===== config.mk =====
export PLATFORM = sky130hd
export DESIGN_NAME = bitserial_datapath
export DESIGN_NICKNAME = d
export VERILOG_FILES = /design/src/rtl/bitserial_datapath.sv
export SDC_FILE = /design/constraint.sdc
export NUM_CORES = 1
export LEC_CHECK = 0
export BUFFER_PORTS_ARGS = -buffer_cell sky130_fd_sc_hd__buf_2
export CAP_MARGIN = 30
export CORE_MARGIN = 1.5
export CORE_UTILIZATION = 42
export CTS_CLUSTER_SIZE = 10
export DETAILED_ROUTE_END_ITERATION = 10
export PLACE_DENSITY = 0.75
export SETUP_SLACK_MARGIN = 0.15
export SLEW_MARGIN = 0
export SYNTH_ARGS = -nofsm -noshare
export SYNTH_HDL_FRONTEND = slang
export SYNTH_SLANG_ARGS = --single-unit

===== constraint.sdc =====
create_clock -name i_clk -period 1.4 [get_ports i_clk]
set_input_delay 0.21 -clock i_clk [delete_from_list [all_inputs] [get_ports i_clk]]
set_output_delay 0.21 -clock i_clk [all_outputs]
set_load 0.03 [all_outputs]

===== src/rtl/bitserial_datapath.sv =====
// ---------------------------------------------------------------------------
// bitserial_datapath
//
// Bit-serial execution datapath driven one cycle at a time by the instruction
// decoder. Holds the general-purpose register (GPR) and accumulator (ACC) as
// LSB-first shift registers, a 1-bit serial ALU with a carry flop, switch bit
// selection, and a registered add-result / overflow capture for the display.
//
// Ports:
//   i_clk            clock, all state updates on the rising edge
//   i_rst            synchronous active-high reset
//   i_sw             switch word, one bit sampled per cycle
//   i_con_mux8       index of the switch bit to sample
//   i_con_mux        GPR serial-input source: 1 = switch bit, 0 = ALU bit
//   i_con_muxalu     ALU mode: 1 = transfer, 0 = serial add
//   i_con_gpr_shift  shift GPR right by one
//   i_con_gpr_write  on a GPR shift load the selected bit, else rotate
//   i_con_acc_shift  shift ACC right by one
//   i_con_acc_write  on an ACC shift load the ALU bit, else rotate
//   i_con_pcincr     instruction-boundary strobe
//   o_gpr / o_acc    current register contents
//   o_result         last completed add result
//   o_ovf            carry-out of the last completed add
//   o_done           one-cycle pulse following a result capture
//   o_bitpos         shift cycles since the last boundary, modulo 8
// ---------------------------------------------------------------------------
module bitserial_datapath #(
    parameter int WIDTH = 8
) (
    input  logic             i_clk,
    input  logic             i_rst,
    input  logic [WIDTH-1:0] i_sw,
    input  logic [2:0]       i_con_mux8,
    input  logic             i_con_mux,
    input  logic             i_con_muxalu,
    input  logic             i_con_gpr_shift,
    input  logic             i_con_gpr_write,
    input  logic             i_con_acc_shift,
    input  logic             i_con_acc_write,
    input  logic             i_con_pcincr,
    output logic [WIDTH-1:0] o_gpr,
    output logic [WIDTH-1:0] o_acc,
    output logic [WIDTH-1:0] o_result,
    output logic             o_ovf,
    output logic             o_done,
    output logic [2:0]       o_bitpos
);

    logic [WIDTH-1:0] gpr_q, gpr_d;
    logic [WIDTH-1:0] acc_q, acc_d;
    logic [WIDTH-1:0] result_q, result_d;
    logic             carry_q, carry_d;
    logic             ovf_q, ovf_d;
    logic             done_q, done_d;
    logic [2:0]       bitpos_q, bitpos_d;

    logic alu_bit;
    logic cout;
    logic gpr_din;
    logic add_capture;

    // Serial ALU works on the pre-edge LSBs of both registers, so a
    // simultaneous GPR and ACC shift sees consistent operands.
    assign alu_bit = i_con_muxalu ? gpr_q[0] : (gpr_q[0] ^ acc_q[0] ^ carry_q);
    assign cout    = (gpr_q[0] & acc_q[0]) | (gpr_q[0] & carry_q) | (acc_q[0] & carry_q);
    assign gpr_din = i_con_mux ? i_sw[i_con_mux8] : alu_bit;

    // Last bit of a serial add writing back into the GPR.
    assign add_capture = i_con_pcincr & i_con_gpr_shift & i_con_gpr_write
                       & ~i_con_mux & ~i_con_muxalu;

    always_comb begin
        // NOTE: every next-state signal gets a default first so no path
        // leaves it unassigned, which would infer a latch.
        gpr_d    = gpr_q;
        acc_d    = acc_q;
        carry_d  = carry_q;
        bitpos_d = bitpos_q;
        result_d = result_q;
        ovf_d    = ovf_q;
        done_d   = 1'b0;

        if (i_con_gpr_shift) begin
            gpr_d = {(i_con_gpr_write ? gpr_din : gpr_q[0]), gpr_q[WIDTH-1:1]};
        end

        if (i_con_acc_shift) begin
            acc_d = {(i_con_acc_write ? alu_bit : acc_q[0]), acc_q[WIDTH-1:1]};
        end

        // Boundary clears carry; transfer mode never touches it.
        if (i_con_pcincr) begin
            carry_d = 1'b0;
        end else if (!i_con_muxalu && i_con_gpr_shift && i_con_acc_shift) begin
            carry_d = cout;
        end

        // 3-bit counter wraps 7 -> 0 naturally.
        if (i_con_pcincr) begin
            bitpos_d = 3'd0;
        end else if (i_con_gpr_shift || i_con_acc_shift) begin
            bitpos_d = bitpos_q + 3'd1;
        end

        if (add_capture) begin
            result_d = {alu_bit, gpr_q[WIDTH-1:1]};
            ovf_d    = cout;
            done_d   = 1'b1;
        end
    end

    always_ff @(posedge i_clk) begin
        // NOTE: sequential state uses non-blocking assignments so every flop
        // samples pre-edge values regardless of statement order.
        if (i_rst) begin
            gpr_q    <= '0;
            acc_q    <= '0;
            carry_q  <= 1'b0;
            bitpos_q <= 3'd0;
            result_q <= '0;
            ovf_q    <= 1'b0;
            done_q   <= 1'b0;
        end else begin
            gpr_q    <= gpr_d;
            acc_q    <= acc_d;
            carry_q  <= carry_d;
            bitpos_q <= bitpos_d;
            result_q <= result_d;
            ovf_q    <= ovf_d;
            done_q   <= done_d;
        end
    end

    assign o_gpr    = gpr_q;
    assign o_acc    = acc_q;
    assign o_result = result_q;
    assign o_ovf    = ovf_q;
    assign o_done   = done_q;
    assign o_bitpos = bitpos_q;

endmodule


# [After elaboration in Yosys (flattened, before gate mapping)]
# Cells that the tools add are included.
[totals] regBits=30 input_bits=20 output_inout_bits=29 wordCells=34
[op_classes] add_sub_neg=1 order_cmp=1 mux=7 bitwise=13 reduce_logical=5
[op_table] op="$and 1x1->1" n=7
[op_table] op="$mux 1" n=6
[op_table] op="$lt 3x4->1 const B" n=1
[op_table] op="$add 3x1->3 const B" n=1
[op_table] op="$bmux 1 s3" n=1
[op_table] op="$logic_and 1x1->1" n=2
[op_table] op="$not 1->1" n=2
[op_table] op="$or 1x1->1" n=2
[op_table] op="$reduce_or 2->1" n=1
[op_table] op="$xor 1x1->1" n=2
[op_table] op="$logic_not 1->1" n=1
[op_table] op="$logic_or 1x1->1" n=1

# [Depth between registers and ports, before layout]
# Gate-level depths: netlist of the first run.
[logic_depth] depth_word=5 mapped_depth=5 ltp_nobuf=5

# [Least setup slack after synthesis of the first run]
# OpenSTA, ideal clock, no wires.
[synth_timing] path_type="reg2reg" startpoint="register gpr_q[0], in the netlist o_gpr[0]" endpoint="register acc_q[7], in the netlist o_acc[7]" setup_ns=0.128 arrival_ns=1.440 required_time_ns=1.272 setup_slack_ns=-0.168 path_stages_with_launch=6 path_buffers=0 synth_period_minus_slack_ns=1.568 cell_sequence="dfxtp_1 -> fa_1 -> mux2i_1 -> a21oi_1 -> mux2i_1 -> nor2_1"
[synth_via] elab_chain_cells=4
[synth_rtl] element="from (decl)" line="49" rtl="logic [WIDTH-1:0] gpr_q, gpr_d;"
[synth_rtl] element="from (signal assigned)" line="124" rtl="gpr_q <= gpr_d;"
[synth_rtl] element="$xor 1x1->1 (2 in a row)" line="64" rtl="assign alu_bit = i_con_muxalu ? gpr_q[0] : (gpr_q[0] ^ acc_q[0] ^ carry_q);"
[synth_rtl] element="$mux 1 *" line="64"
[synth_rtl] element="$mux 1 *" line="88" rtl="acc_d = {(i_con_acc_write ? alu_bit : acc_q[0]), acc_q[WIDTH-1:1]};"
[synth_rtl] element="to (signal assigned)" line="117" rtl="acc_q <= '0;"
[synth_rtl] element="to (signal assigned)" line="125" rtl="acc_q <= acc_d;"
[synth_rtl] element="to (decl)" line="50" rtl="logic [WIDTH-1:0] acc_q, acc_d;"
# Every way passes the cells marked *; elsewhere a longest branch is shown, timed or not.
# A chain may end at the register's enable or synchronous reset.

# [Worst setup path in the final report of the first run]
[layout_timing] startpoint="register carry_q" endpoint="register acc_q[7], in the netlist o_acc[7]"
[layout_via] elab_chain_cells=3
[layout_rtl] element="from (decl)" line="52" rtl="logic carry_q, carry_d;"
[layout_rtl] element="from (signal assigned)" line="126" rtl="carry_q <= carry_d;"
[layout_rtl] element="$xor 1x1->1" line="64"
[layout_rtl] element="$mux 1" line="64"
[layout_rtl] element="$mux 1" line="88"
# No other way between the ends.

==> results of run 1 <==
-- sequential cells by signal, indices dropped and copies added (netlist names) --
signal    count
o_acc         8
o_gpr         8
o_result      8
o_bitpos      3
carry_q       1
o_done        1
o_ovf         1
-- Yosys cell counts (all sizes together) --
cell type,count,share of area [%]
dfxtp,30,49
mux2i,28,23
nor2,28,8.6
buf,5,2.2
nand2,4,1.2
nor3,4,1.6
a21oi,3,1.2
o21ai,2,0.82
xor2,2,1.4
clkbuf,1,0.31
fa,1,1.6
ha,1,1.0
inv,1,0.31
mux4,1,1.8
nand3,1,0.41
nand3b,1,0.61
nand4b,1,0.72
nand4bb,1,0.92
nor2b,1,0.72
o2111ai,1,0.72
o21bai,1,0.61
o22ai,1,0.51
or2,1,0.51
-- layout make-up --
| type | instances | area (sq um) | share of cell area [%] |
|---|---|---|---|
| flip-flops and latches | 30 | 609.3 | 38.71 |
| multi-input cells | 83 | 588.1 | 37.36 |
| repair buffers | 52 | 270.3 | 17.17 |
| clock buffers | 6 | 51.30 | 3.259 |
| well taps | 31 | 38.79 | 2.464 |
| clock inverters | 2 | 12.51 | 0.7949 |
| inverters | 1 | 3.754 | 0.2385 |
-- where the power goes --
| part | switching (mW) | leakage (nW) | internal (mW) | total (mW) |
|---|---|---|---|---|
| combinational | 0.0828 | 0.570 | 0.0637 | 0.146 |
| clock | 0.306 | 0.0343 | 0.241 | 0.547 |
| sequential | 0.00878 | 0.244 | 0.858 | 0.867 |
-- stage by stage --
step           TNS (ns)  utilization (%)  setup slack [ns]
6_report       -0.07095            57.08          -0.04371
3_3_place_gp          0            54.72           0.07016
2_1_floorplan         0                -           0.04654
3_5_place_dp   -0.03800            54.72          -0.03800
4_1_cts        -0.03897            57.08          -0.03897
5_1_grt         -0.1785            57.08          -0.09963
-- how the worst min path moves through the flow --
stage / startpoint / end / cells after the start
floorplan: i_con_pcincr / carry_q$_SDFFE_PP0P_ / 1
global placement: o_result[7]$_SDFFE_PP0P_ / o_result[7]$_SDFFE_PP0P_ / 2
detailed placement: o_result[7]$_SDFFE_PP0P_ / o_result[7]$_SDFFE_PP0P_ / 2
CTS: i_con_pcincr / o_bitpos[1]$_SDFFE_PP0P_ / 2
global route: i_con_pcincr / o_bitpos[1]$_SDFFE_PP0P_ / 2
finish: i_con_pcincr / o_bitpos[1]$_SDFFE_PP0P_ / 2
-- layout by cell type (no fill, tap or decap), types with 2 or more instances in the layout --
cell / netlist / final
clkbuf_4: 0 / 5
nor3_1: 4 / 4
buf_2: 1 / 48
dfxtp_1: 30 / 27
xor2_1: 2 / 2
a21oi_1: 3 / 3
dfxtp_4: 0 / 2
buf_4: 2 / 4
nor2_1: 28 / 28
mux2i_1: 28 / 28
o21ai_0: 2 / 2
nand2_1: 4 / 4
-- cell families after synthesis --
kind of cell,after synthesis,synth area share [%]
adders and majority gates,2,2.658
xor gates and xnor gates,2,1.432
and+or+nand+nor,42,15.34
DFF,30,49.08
buffers and inverters,7,2.862
muxes,29,24.74
AOI/OAI and AO/OA,8,3.886
-- layer usage --
| metal | wire [um] | vias up |
|---|---|---|
| met5 | 0 | - |
| met4 | 68 | 0 |
| met3 | 189 | 7 |
| met2 | 1271 | 32 |
| met1 | 1082 | 473 |
| li1 | - | 516 |
-- critical path: stages (launching register included) --
cell,delay (ns)
dfxtp_2,0.34
fa_1,0.50
mux2i_1,0.20
a21oi_1,0.10
mux2i_1,0.14
nor2_1,0.06
-- what timing repair did --
| item | in CTS | in global routing |
|---|---|---|
| resized for setup | 1 | 0 |
| endpoints found under the setup margin | 3 | 3 |
| pin swaps | 2 | 2 |
==> metrics, run 1 <==
total of max-cap violations 0; Area Overhead vs Synth 28.63%; Die Span X 56.98 um; initial antenna violation count 0; fin cells 205; worst-margin pin slew 0.2933 ns; worst r2r src carry_q$_SDFFE_PP0P_; Clock transition at path regs 0.09 ns; core area 2758 sq um; setup bufs post-CTS 0; Cell Area, Synth 1224 sq um; initial DRC count 19; GRT busiest layer met2; r2r endpoint o_acc[7]$_SDFFE_PP0P_; CTS buffer count 5; DIE AREA 3246 sq um; Worst slew margin 80.45%; peak supply drop 0.7236 mV; minimum clock period after layout 1.444 ns; routing usage on met2 29.39%; TritonCTS clock tree yes; Avg Vias per Cell 5.015; vias in the first global route 984; Final nets 195; GP Congestion 0.7793; final instance area 1574 sq um; Die Y 56.98 um; outcome complete, but fails checks; Post-Synthesis Cells 120; First-pass DRT Iterations 4; Port-buffer cells 48; ANT cells 0; Power Density 991.6 nW/um^2; wire length of the first global-routing pass 4402 um; crit start category register; Initial Util 44.37%; Root Buffer clkbuf_4; grt ovf 0; DP Cell Count 197; Cell Rows 19; DRT Wirelength 2611 um; IO Pins 49; Critical Path AT 1.68 ns; flop2flop setup slack -0.04 ns; number of hold buffers added after CTS 0; crit end category register; RSZ-0062 raised after global routing yes; HPWL after DPL 1987 um; FF-to-FF path depth 5; vias 1028; CP startpoint carry_q$_SDFFE_PP0P_; crit-path max FO 2; dpl cell area 1509 sq um; H-tree Lvls 2; yosys warns 0; layout cells sized above 1 37.36%; Worst Slack Setup Final -0.04371 ns; Yosys cell types 25; Mean Syn Cell Area 10.20 sq um; Lkg Pwr 0.8486 nW; clock latency on the worst-skew pair 0.33 ns; sequential area share after synthesis 49.08%; Detail Route Antenna Nets 0; Final Max Slew Viols 0; Synth Net Count 142; M3 GR Usage 5.669%; clock skew 0.004328 ns; pin count of the biggest net entering global routing 18; clk sinks 30; failing checks setup timing; fillers 259; critical path class register to register; Final Hold Viols 0; #FFs+latches synth 30; final setup vio count 2; Design Power 1.561 mW; CTS max path bufs 2; GRT Overall Usage 17.96%; # DRC 0; met1 usage 20.40%; Hold WC Path Type primary input to register; DR WL/cell 12.74 um; max frequency 692.7 MHz; Critical Path End o_acc[7]$_SDFFE_PP0P_; worst hold slack 0.1119 ns; Final Cycle Share 103.1%; Critical Path RT 1.63 ns
Power figures use the tool's default switching activity.
==> run 2: changes to the inputs <==
--- a/config.mk
+++ b/config.mk
@@ -8,10 +8,11 @@
 export BUFFER_PORTS_ARGS = -buffer_cell sky130_fd_sc_hd__buf_2
 export CAP_MARGIN = 30
 export CORE_MARGIN = 1.5
-export CORE_UTILIZATION = 42
+export CORE_UTILIZATION = 49
+export CTS_BUF_LIST = sky130_fd_sc_hd__clkbuf_4 sky130_fd_sc_hd__clkbuf_8
 export CTS_CLUSTER_SIZE = 10
 export DETAILED_ROUTE_END_ITERATION = 10
-export PLACE_DENSITY = 0.75
+export PLACE_DENSITY = 0.82
 export SETUP_SLACK_MARGIN = 0.15
 export SLEW_MARGIN = 0
 export SYNTH_ARGS = -nofsm -noshare
==> constraint.sdc (replaced) <==
create_clock -name i_clk -period 1.45 [get_ports i_clk]
set_input_delay 0.2175 -clock i_clk [delete_from_list [all_inputs] [get_ports i_clk]]
set_output_delay 0.2175 -clock i_clk [all_outputs]
set_load 0.03 [all_outputs]
==> metrics, run 2 (same netlist as run 1, synthesis figures left out) <==
Clock transition at path regs 0.09 ns; grt ovf 0; CTS buffer count 5; First-pass DRT Iterations 4; Final nets 196; Worst slew margin 78.90%; Area Overhead vs Synth 28.94%; peak supply drop 0.6965 mV; core area 2276 sq um; vias in the first global route 1010; wire length of the first global-routing pass 4457 um; Setup Total Neg Slack 0 ns; number of hold buffers added after CTS 0; Initial Util 53.77%; critical path class register to register; clock skew 0.005487 ns; vias 1049; DIE AREA 2806 sq um; Cell Rows 17; DR WL/cell 13.13 um; RSZ-0062 raised after global routing yes; worst hold slack 0.1250 ns; initial DRC count 12; clock latency on the worst-skew pair 0.32 ns; HPWL after DPL 1990 um; worst r2r src o_gpr[0]$_SDFFE_PP0P_; max frequency 733.0 MHz; TritonCTS clock tree yes; Final Hold Viols 0; r2r endpoint o_acc[7]$_SDFFE_PP0P_; final setup vio count 0; Hold WC Path Type primary input to register; minimum clock period after layout 1.364 ns; crit start category register; FF-to-FF path depth 5; ANT cells 0; flop2flop setup slack 0.09 ns; Final Cycle Share 94.09%; Detail Route Antenna Nets 0; Critical Path End o_acc[7]$_SDFFE_PP0P_; Final Max Slew Viols 0; IO Pins 49; Lkg Pwr 0.8572 nW; DRT Wirelength 2666 um; total of max-cap violations 0; Die Y 52.97 um; Port-buffer cells 48; worst-margin pin slew 0.3165 ns; CTS max path bufs 2; Critical Path RT 1.67 ns; clk sinks 30; CP startpoint o_gpr[0]$_SDFFE_PP0P_; commonest non-fill, non-tap cell in the layout buf_2; layout cells sized above 1 37.71%; crit end category register; GP Congestion 0.8277; pin count of the biggest net entering global routing 19; Critical Path AT 1.58 ns; fin util 69.32%; # DRC 0; crit-path max FO 2; Root Buffer clkbuf_4; H-tree Lvls 2; Die Span X 52.97 um; outcome completed; Avg Vias per Cell 5.167; initial antenna violation count 0; most frequent cells in the layout 48 x buf_2, 28 x mux2i_1, 28 x nor2_1; Power Density 962.3 nW/um^2; GRT Overall Usage 22.85%
## run 2: cell type report
| class | instances | area [sq um] |
|---|---|---|
| tap | 28 | 35.03 |
| clock buffer | 7 | 58.81 |
| inverter | 1 | 3.754 |
| fill | 187 | 698.2 |
| sequential | 30 | 609.3 |
| timing repair buffer | 53 | 277.8 |
| multi-input combinational | 83 | 588.1 |
| clock inverter | 1 | 5.005 |
## run 2: worst min-delay path by stage
stage                             startpoint                  endpoint  slack (ns)  depth (start not counted)
finish                          i_con_pcincr      carry_q$_SDFFE_PP0P_        0.13                          2
global route                    i_con_pcincr      carry_q$_SDFFE_PP0P_        0.10                          2
CTS                             i_con_pcincr      carry_q$_SDFFE_PP0P_        0.12                          2
detailed placement  o_result[7]$_SDFFE_PP0P_  o_result[7]$_SDFFE_PP0P_        0.45                          2
global placement    o_result[7]$_SDFFE_PP0P_  o_result[7]$_SDFFE_PP0P_        0.45                          2
floorplan                       i_con_pcincr      carry_q$_SDFFE_PP0P_        0.30                          1
## run 2: stage by stage
| step | cell area [sq um] | power (mW) | std cells | setup WS (ns) |
|---|---|---|---|---|
| 3_5_place_dp | 1505 | 0.9992 | 194 | 0.1021 |
| 2_1_floorplan | 1231 | 0.9426 | 120 | 0.09654 |
| 4_1_cts | 1578 | 1.527 | 203 | 0.08229 |
| 6_report | 1578 | 1.518 | 203 | 0.08569 |
| 3_3_place_gp | 1505 | 0.9948 | 194 | 0.1184 |
| 5_1_grt | 1578 | 1.581 | 203 | 0.01423 |
## run 2: worst max-delay path, cell delays in order, from the launching register on
cell and delay [ns]:
dfxtp_4 0.36, fa_1 0.47, mux2i_1 0.16, a21oi_1 0.09, mux2i_1 0.13, nor2_1 0.05
## run 2: repair_timing
item,4_1_cts,5_1_grt
buffers inserted,1,0
resized for setup,1,0
pin swaps,2,0
setup endpoints to repair,3,3
## run 2: routing by layer
| layer | routed length, um | GRT usage (%) | share of wire [%] | vias to the layer above |
|---|---|---|---|---|
| li1 | - | - | - | 521 |
| met1 | 1059 | 25.09 | 40 | 490 |
| met2 | 1385 | 38.54 | 52 | 31 |
| met3 | 176 | 8.192 | 6.6 | 7 |
| met4 | 44 | 11.54 | 1.7 | 0 |
| met5 | 0 | 0 | 0 | - |
## run 2: report_power, final
part | leakage [nW] | switching [mW] | internal (mW)
sequential | 0.244 | 0.00866 | 0.829
clock | 0.0387 | 0.284 | 0.253
combinational | 0.574 | 0.0815 | 0.0621
total | 0.857 | 0.374 | 1.14
